==> src/rtl/cpu_pkg.sv <==
// Shared constants and fetch-stage state encoding for the 16-bit pipelined core.
package cpu_pkg;

  localparam int ADDR_WIDTH  = 16;
  localparam int INSTR_WIDTH = 16;

  localparam logic [ADDR_WIDTH-1:0]  RESET_PC  = 16'h0000;
  localparam logic [INSTR_WIDTH-1:0] NOP_INSTR = 16'h0000;

  typedef enum logic [1:0] {
    S_IDLE  = 2'd0,
    S_FETCH = 2'd1,
    S_HOLD  = 2'd2
  } fetch_state_t;

endpackage

==> src/rtl/if_id_reg.sv <==
// IF/ID pipeline register: flush beats stall, stall beats load, otherwise a bubble.
module if_id_reg #(
  parameter int ADDR_WIDTH = cpu_pkg::ADDR_WIDTH,
  parameter int INSTR_WIDTH = cpu_pkg::INSTR_WIDTH,
  parameter logic [INSTR_WIDTH-1:0] NOP_INSTR = cpu_pkg::NOP_INSTR
) (
  input  logic                   clk,
  input  logic                   rst,
  input  logic                   flush,
  input  logic                   hold,
  input  logic                   load,
  input  logic [INSTR_WIDTH-1:0] instr_in,
  input  logic [ADDR_WIDTH-1:0]  pcplus1_in,
  output logic [INSTR_WIDTH-1:0] instr,
  output logic [ADDR_WIDTH-1:0]  pcplus1,
  output logic                   valid
);

  always_ff @(posedge clk) begin
    if (rst || flush) begin
      instr   <= NOP_INSTR;
      pcplus1 <= '0;
      valid   <= 1'b0;
    end else if (hold) begin
      instr   <= instr;
      pcplus1 <= pcplus1;
      valid   <= valid;
    end else if (load) begin
      instr   <= instr_in;
      pcplus1 <= pcplus1_in;
      valid   <= 1'b1;
    end else begin
      instr   <= NOP_INSTR;
      pcplus1 <= '0;
      valid   <= 1'b0;
    end
  end

endmodule

==> src/rtl/fetch_unit.sv <==
// Instruction fetch: PC, variable-latency imem handshake, redirects and hazard stalls,
// feeding the IF/ID register.
module fetch_unit #(
  parameter int ADDR_WIDTH = cpu_pkg::ADDR_WIDTH,
  parameter int INSTR_WIDTH = cpu_pkg::INSTR_WIDTH,
  parameter logic [ADDR_WIDTH-1:0] RESET_PC = cpu_pkg::RESET_PC,
  parameter logic [INSTR_WIDTH-1:0] NOP_INSTR = cpu_pkg::NOP_INSTR
) (
  input  logic                   clk,
  input  logic                   rst,
  input  logic                   pcstall,
  input  logic                   IF_IDstall,
  input  logic                   flushIF_ID,
  input  logic                   PCSrc,
  input  logic [ADDR_WIDTH-1:0]  branch_target,
  input  logic                   jump,
  input  logic [ADDR_WIDTH-1:0]  jump_target,
  output logic                   imem_req,
  output logic [ADDR_WIDTH-1:0]  imem_addr,
  input  logic                   imem_ready,
  input  logic [INSTR_WIDTH-1:0] imem_rdata,
  output logic                   imem_stall,
  output logic [INSTR_WIDTH-1:0] instrD,
  output logic [ADDR_WIDTH-1:0]  pcplus1D,
  output logic                   validD
);

  import cpu_pkg::*;

  fetch_state_t           state_reg;
  logic [ADDR_WIDTH-1:0]  pc_reg;
  logic                   redirect_pending_reg;
  logic [ADDR_WIDTH-1:0]  pending_target_reg;
  logic [INSTR_WIDTH-1:0] hold_buf_reg;

  logic                   redirect;
  logic [ADDR_WIDTH-1:0]  target;
  logic [ADDR_WIDTH-1:0]  pcplus1;
  logic                   deliver;
  logic [INSTR_WIDTH-1:0] deliver_instr;

  // The branch resolves further down the pipe, so it is older than the jump.
  assign redirect = PCSrc | jump;
  assign target   = PCSrc ? branch_target : jump_target;
  assign pcplus1  = pc_reg + 1'b1;

  assign deliver = ((state_reg == S_FETCH) && imem_ready && !redirect_pending_reg &&
                    !redirect && !pcstall) ||
                   ((state_reg == S_HOLD) && !redirect && !pcstall);
  assign deliver_instr = (state_reg == S_HOLD) ? hold_buf_reg : imem_rdata;

  assign imem_req   = (state_reg == S_FETCH);
  assign imem_addr  = pc_reg;
  assign imem_stall = imem_req && !imem_ready;

  always_ff @(posedge clk) begin
    if (rst) begin
      state_reg            <= S_IDLE;
      pc_reg               <= RESET_PC;
      redirect_pending_reg <= 1'b0;
      pending_target_reg   <= RESET_PC;
      hold_buf_reg         <= NOP_INSTR;
    end else begin
      case (state_reg)
        S_IDLE: state_reg <= S_FETCH;
        S_FETCH: begin
          if (imem_ready) begin
            // A redirect completing alongside a pending one is younger and wins.
            if (redirect_pending_reg || redirect) begin
              pc_reg               <= redirect ? target : pending_target_reg;
              redirect_pending_reg <= 1'b0;
            end else if (pcstall) begin
              hold_buf_reg <= imem_rdata;
              state_reg    <= S_HOLD;
            end else begin
              pc_reg <= pcplus1;
            end
          end else if (redirect) begin
            // imem_addr must stay stable until the outstanding request completes.
            redirect_pending_reg <= 1'b1;
            pending_target_reg   <= target;
          end
        end
        S_HOLD: begin
          if (redirect) begin
            pc_reg    <= target;
            state_reg <= S_FETCH;
          end else if (!pcstall) begin
            pc_reg    <= pcplus1;
            state_reg <= S_FETCH;
          end
        end
        default: state_reg <= S_IDLE;
      endcase
    end
  end

  if_id_reg #(
    .ADDR_WIDTH (ADDR_WIDTH),
    .INSTR_WIDTH(INSTR_WIDTH),
    .NOP_INSTR  (NOP_INSTR)
  ) u_if_id (
    .clk       (clk),
    .rst       (rst),
    .flush     (flushIF_ID),
    .hold      (IF_IDstall | pcstall),
    .load      (deliver),
    .instr_in  (deliver_instr),
    .pcplus1_in(pcplus1),
    .instr     (instrD),
    .pcplus1   (pcplus1D),
    .valid     (validD)
  );

endmodule

==> config.mk <==
export PLATFORM = sky130hd
export DESIGN_NAME = fetch_unit
export DESIGN_NICKNAME = d
export VERILOG_FILES = /design/src/rtl/cpu_pkg.sv /design/src/rtl/if_id_reg.sv /design/src/rtl/fetch_unit.sv
export SDC_FILE = /design/constraint.sdc
export NUM_CORES = 1
export LEC_CHECK = 0
export CAP_MARGIN = 10
export CORE_ASPECT_RATIO = 2
export CORE_MARGIN = 5
export CORE_UTILIZATION = 46
export CTS_CLUSTER_SIZE = 28
export DETAILED_ROUTE_END_ITERATION = 16
export GPL_ROUTABILITY_DRIVEN = 1
export PLACE_DENSITY = 0.77
export SLEW_MARGIN = 20
export SYNTH_ARGS = -nofsm -noshare
export SYNTH_HDL_FRONTEND = slang
export SYNTH_SLANG_ARGS = --single-unit
==> constraint.sdc <==
create_clock -name clk -period 1.6 [get_ports clk]
set_clock_uncertainty 0.2 [all_clocks]
set_input_delay 0.4 -clock clk [delete_from_list [all_inputs] [get_ports clk]]
set_output_delay 0.4 -clock clk [all_outputs]
set_load 0.05 [all_outputs]
==> results.md <==
* Rows at 52
* Vias in the first global route at 6269
* Hold path startpoint: hold_buf_reg[4]
* Sink Count at 84
* Total core area at 10100 µm²
* WP data required at 1.65 ns
* Antenna Nets Post-Route at 0
* Mean Syn Cell Area at 7.43 µm²
* Dominant synthesized flop cell: dfxtp_1
* Syn_nets at 690
* Reg clk slew, reported paths at 0.06 ns
* Status: finished, violations left
* Synth-to-Final Area Change at 87.7%
* Hold Crit Class: flip-flop to flip-flop
* Detailed-route DRC error count at 0
* Fillcell total at 468
* Nets at 945
* Final Slew Violations at 0
* H-Tree Depth at 3
* Most used cell, CP: buf_6
* R2R cell count at 8
* WL/cell at 23.3 µm
* Die Area at 12500 µm²
* Slew at the pin closest to its max-slew limit at 0.536 ns
* Worst-Skew Late Latency at 0.35 ns
* Critical path's largest stage delay at 0.40 ns
* Leak Pwr at 3.56 nW
* Max Clock Freq at 479 MHz
* Peak supply drop at 0.749 mV
* Ys async rst share at 0%
* RSZ-0062 raised after global routing: true
* Initial core utilization at 46.7%
* Horiz. Die Dim at 81.5 µm
* First-pass GRT wire length at 31300 µm
* Crit path cell chain: ha_4, buf_4, nand3_4, buf_6, buf_6, nor4_4, xnor2_1, o21ai_1
* Register area at 1740 µm²
* Yosys warns at 0
* Multi-input logic area at 3270 µm²
* Largest net degree at the start of global routing at 23
* CTS tree: built
* Hold endpoint: hold_buf_reg[4]
* CP max-delay cell: dfxtp_4
* Area contributors post-synth: dfxtp_1 (36%), nand2_1 (13%), a21oi_1 (7.9%)
* Clock tree buffer depth at 2
* Final setup viols at 81
* Reg-to-reg setup timing slack at -0.49 ns
* Hold Path Stages at 2
* All-Layer GR Usage at 32.7%
* Netlist cell types at 67
* R2R Path Start: imem_addr[0]
* DR iter-0 viols at 547
* Final hold slack at 0.264 ns
* Maxcap violations at 0
* Failing checks: negative setup slack
* Final setup margin at -0.488 ns
* Most instantiated cells after synthesis: nand2_1 (163), dfxtp_1 (84), a21oi_1 (74)
* Final Hold Vio Count at 0
* Synthesis-stage register bit count at 84
* Post-synth EDFFs at 0
* Final Cycle Share at 130%
* IO buf count at 106
* Via density at 6.18
* DRT Wirelength at 24000 µm
* Crit start category: flip-flop
* Routability cong. at 0.962
* Most frequent cell after synthesis: nand2_1
* Worst Path Arrival at 2.13 ns
* CP Class: flip-flop to flip-flop
* Die height at 153 µm
* Cells after synthesis at 633
* CP Max Fanout at 6
* Vias at 6355
* PD cells at 661 nW/µm²
* Initial antenna violation count at 0
* Critical R2R Capture: u_if_id.pcplus1[14]
* Post-route setup TNS at -11.57 ns
* Final core occ at 87.6%
* Yosys top cell by area: dfxtp_1
* IO Pins at 107
* Share of the synthesized area in the top cell type at 35.7%
* Pre-CTS setup slack at -0.831 ns
* Seq/Total Area, Yosys at 35.7%
* Crit. End Element: flip-flop
* Pre-antenna DRT Iters at 6
* Antenna fix cells at 0
* Root Buffer: clkbuf_16
* Layout cells sized above 1 at 42.9%
* Hpwl dp at 13900 µm
* TritonCTS Buffers at 9
* CTS hold repair buffers at 0
* Mapped Area at 4710 µm²
* Rel. slew slack at 64.0%
* Total global routing overflow at 0
* Fin crit period at 2.09 ns
[worst max-delay path, delay by kind of cell (launching register included)]
kind                     cells  cell delay (ns)
AO/OA/AOI/OAI                1             0.08
XOR/XNOR                     1             0.21
adder cells (fa/ha/maj)      1             0.19
buffers and inverters        3             0.40
flip-flops                   1             0.40
AND/OR/NAND/NOR              2             0.49
[cell usage in the layout (no fill, tap or decap), types with 4 or more instances in the layout]
cell type	count
clkbuf_16	10
xnor2_1	11
nor2_4	8
inv_6	4
buf_12	59
buf_2	5
nand2b_4	4
buf_4	120
dfxtp_1	65
a211oi_2	5
o21ai_1	18
xnor2_2	4
clkdlybuf4s50_1	50
xor2_1	5
nand2_2	4
nand3_1	9
buf_6	46
mux2i_1	7
dfxtp_4	15
and3_4	4
o211ai_1	7
a211oi_1	4
nand4_1	9
dfxtp_2	4
a22oi_1	7
a21oi_1	55
nor3_1	5
a21oi_2	19
nand2b_1	9
o21ai_0	17
o22ai_1	4
nand2_1	159
buf_8	6
o21ai_2	7
nor2_1	31
a31oi_1	4
[power breakdown]
part           switching [W]  internal [W]
sequential         0.0000823       0.00215
combinational       0.000779      0.000797
clock               0.000956       0.00107
total                0.00182       0.00402
[kinds of logic after synthesis]
kind of cell | synth area share, %
fa+ha+maj | 0.266
buf+inv | 6.41
mux | 2.45
simple gates | 28.1
xor+xnor | 3.91
compound gates | 23.1
flops | 35.7
[layer usage]
| metal | track usage (%) | share of wire, % |
|---|---|---|
| met1 | 30.4 | 32 |
| met2 | 60.2 | 52 |
| met3 | 4.06 | 6.6 |
| met4 | 26.1 | 10 |
| met5 | 0 | 0 |
[worst max-delay path by stage]
stage	startpoint	end	slack, ns	cells past startpoint
after floorplan	imem_addr[3]	imem_addr[15]	-0.15	6
after global placement	pcstall	imem_addr[13]	-0.76	8
after detailed placement	PCSrc	u_if_id.instr[7]	-0.83	7
after CTS	state_reg[0]	imem_stall	-0.31	5
after global routing	imem_addr[0]	u_if_id.pcplus1[14]	-0.50	8
final	imem_addr[0]	u_if_id.pcplus1[14]	-0.49	8
[final cells by class]
cell class | instances | share of cell area (%)
clock buffer | 9 | 2.55
clock inverter | 7 | 0.637
inverter | 5 | 0.269
multi-input combinational | 497 | 37.0
sequential | 84 | 19.7
tap | 135 | 1.91
timing repair buffer | 291 | 37.9
[per-stage QoR]
stage	total power, W	area, µm²	instances
CTS	0.00565	8430	1016
detailed placement	0.00349	7340	955
finish	0.00584	8830	1028
global placement	0.00346	7340	955
global route	0.00601	8830	1028
floorplan	0.00284	4900	633
[repair_timing]
action / 4_1_cts / 5_1_grt
buffers inserted: 41 / 15
gates resized for setup: 120 / 86
cloned: 6 / 1
pin swaps: 46 / 45
setup endpoints to repair: 98 / 89
Power figures use the tool's default switching activity.
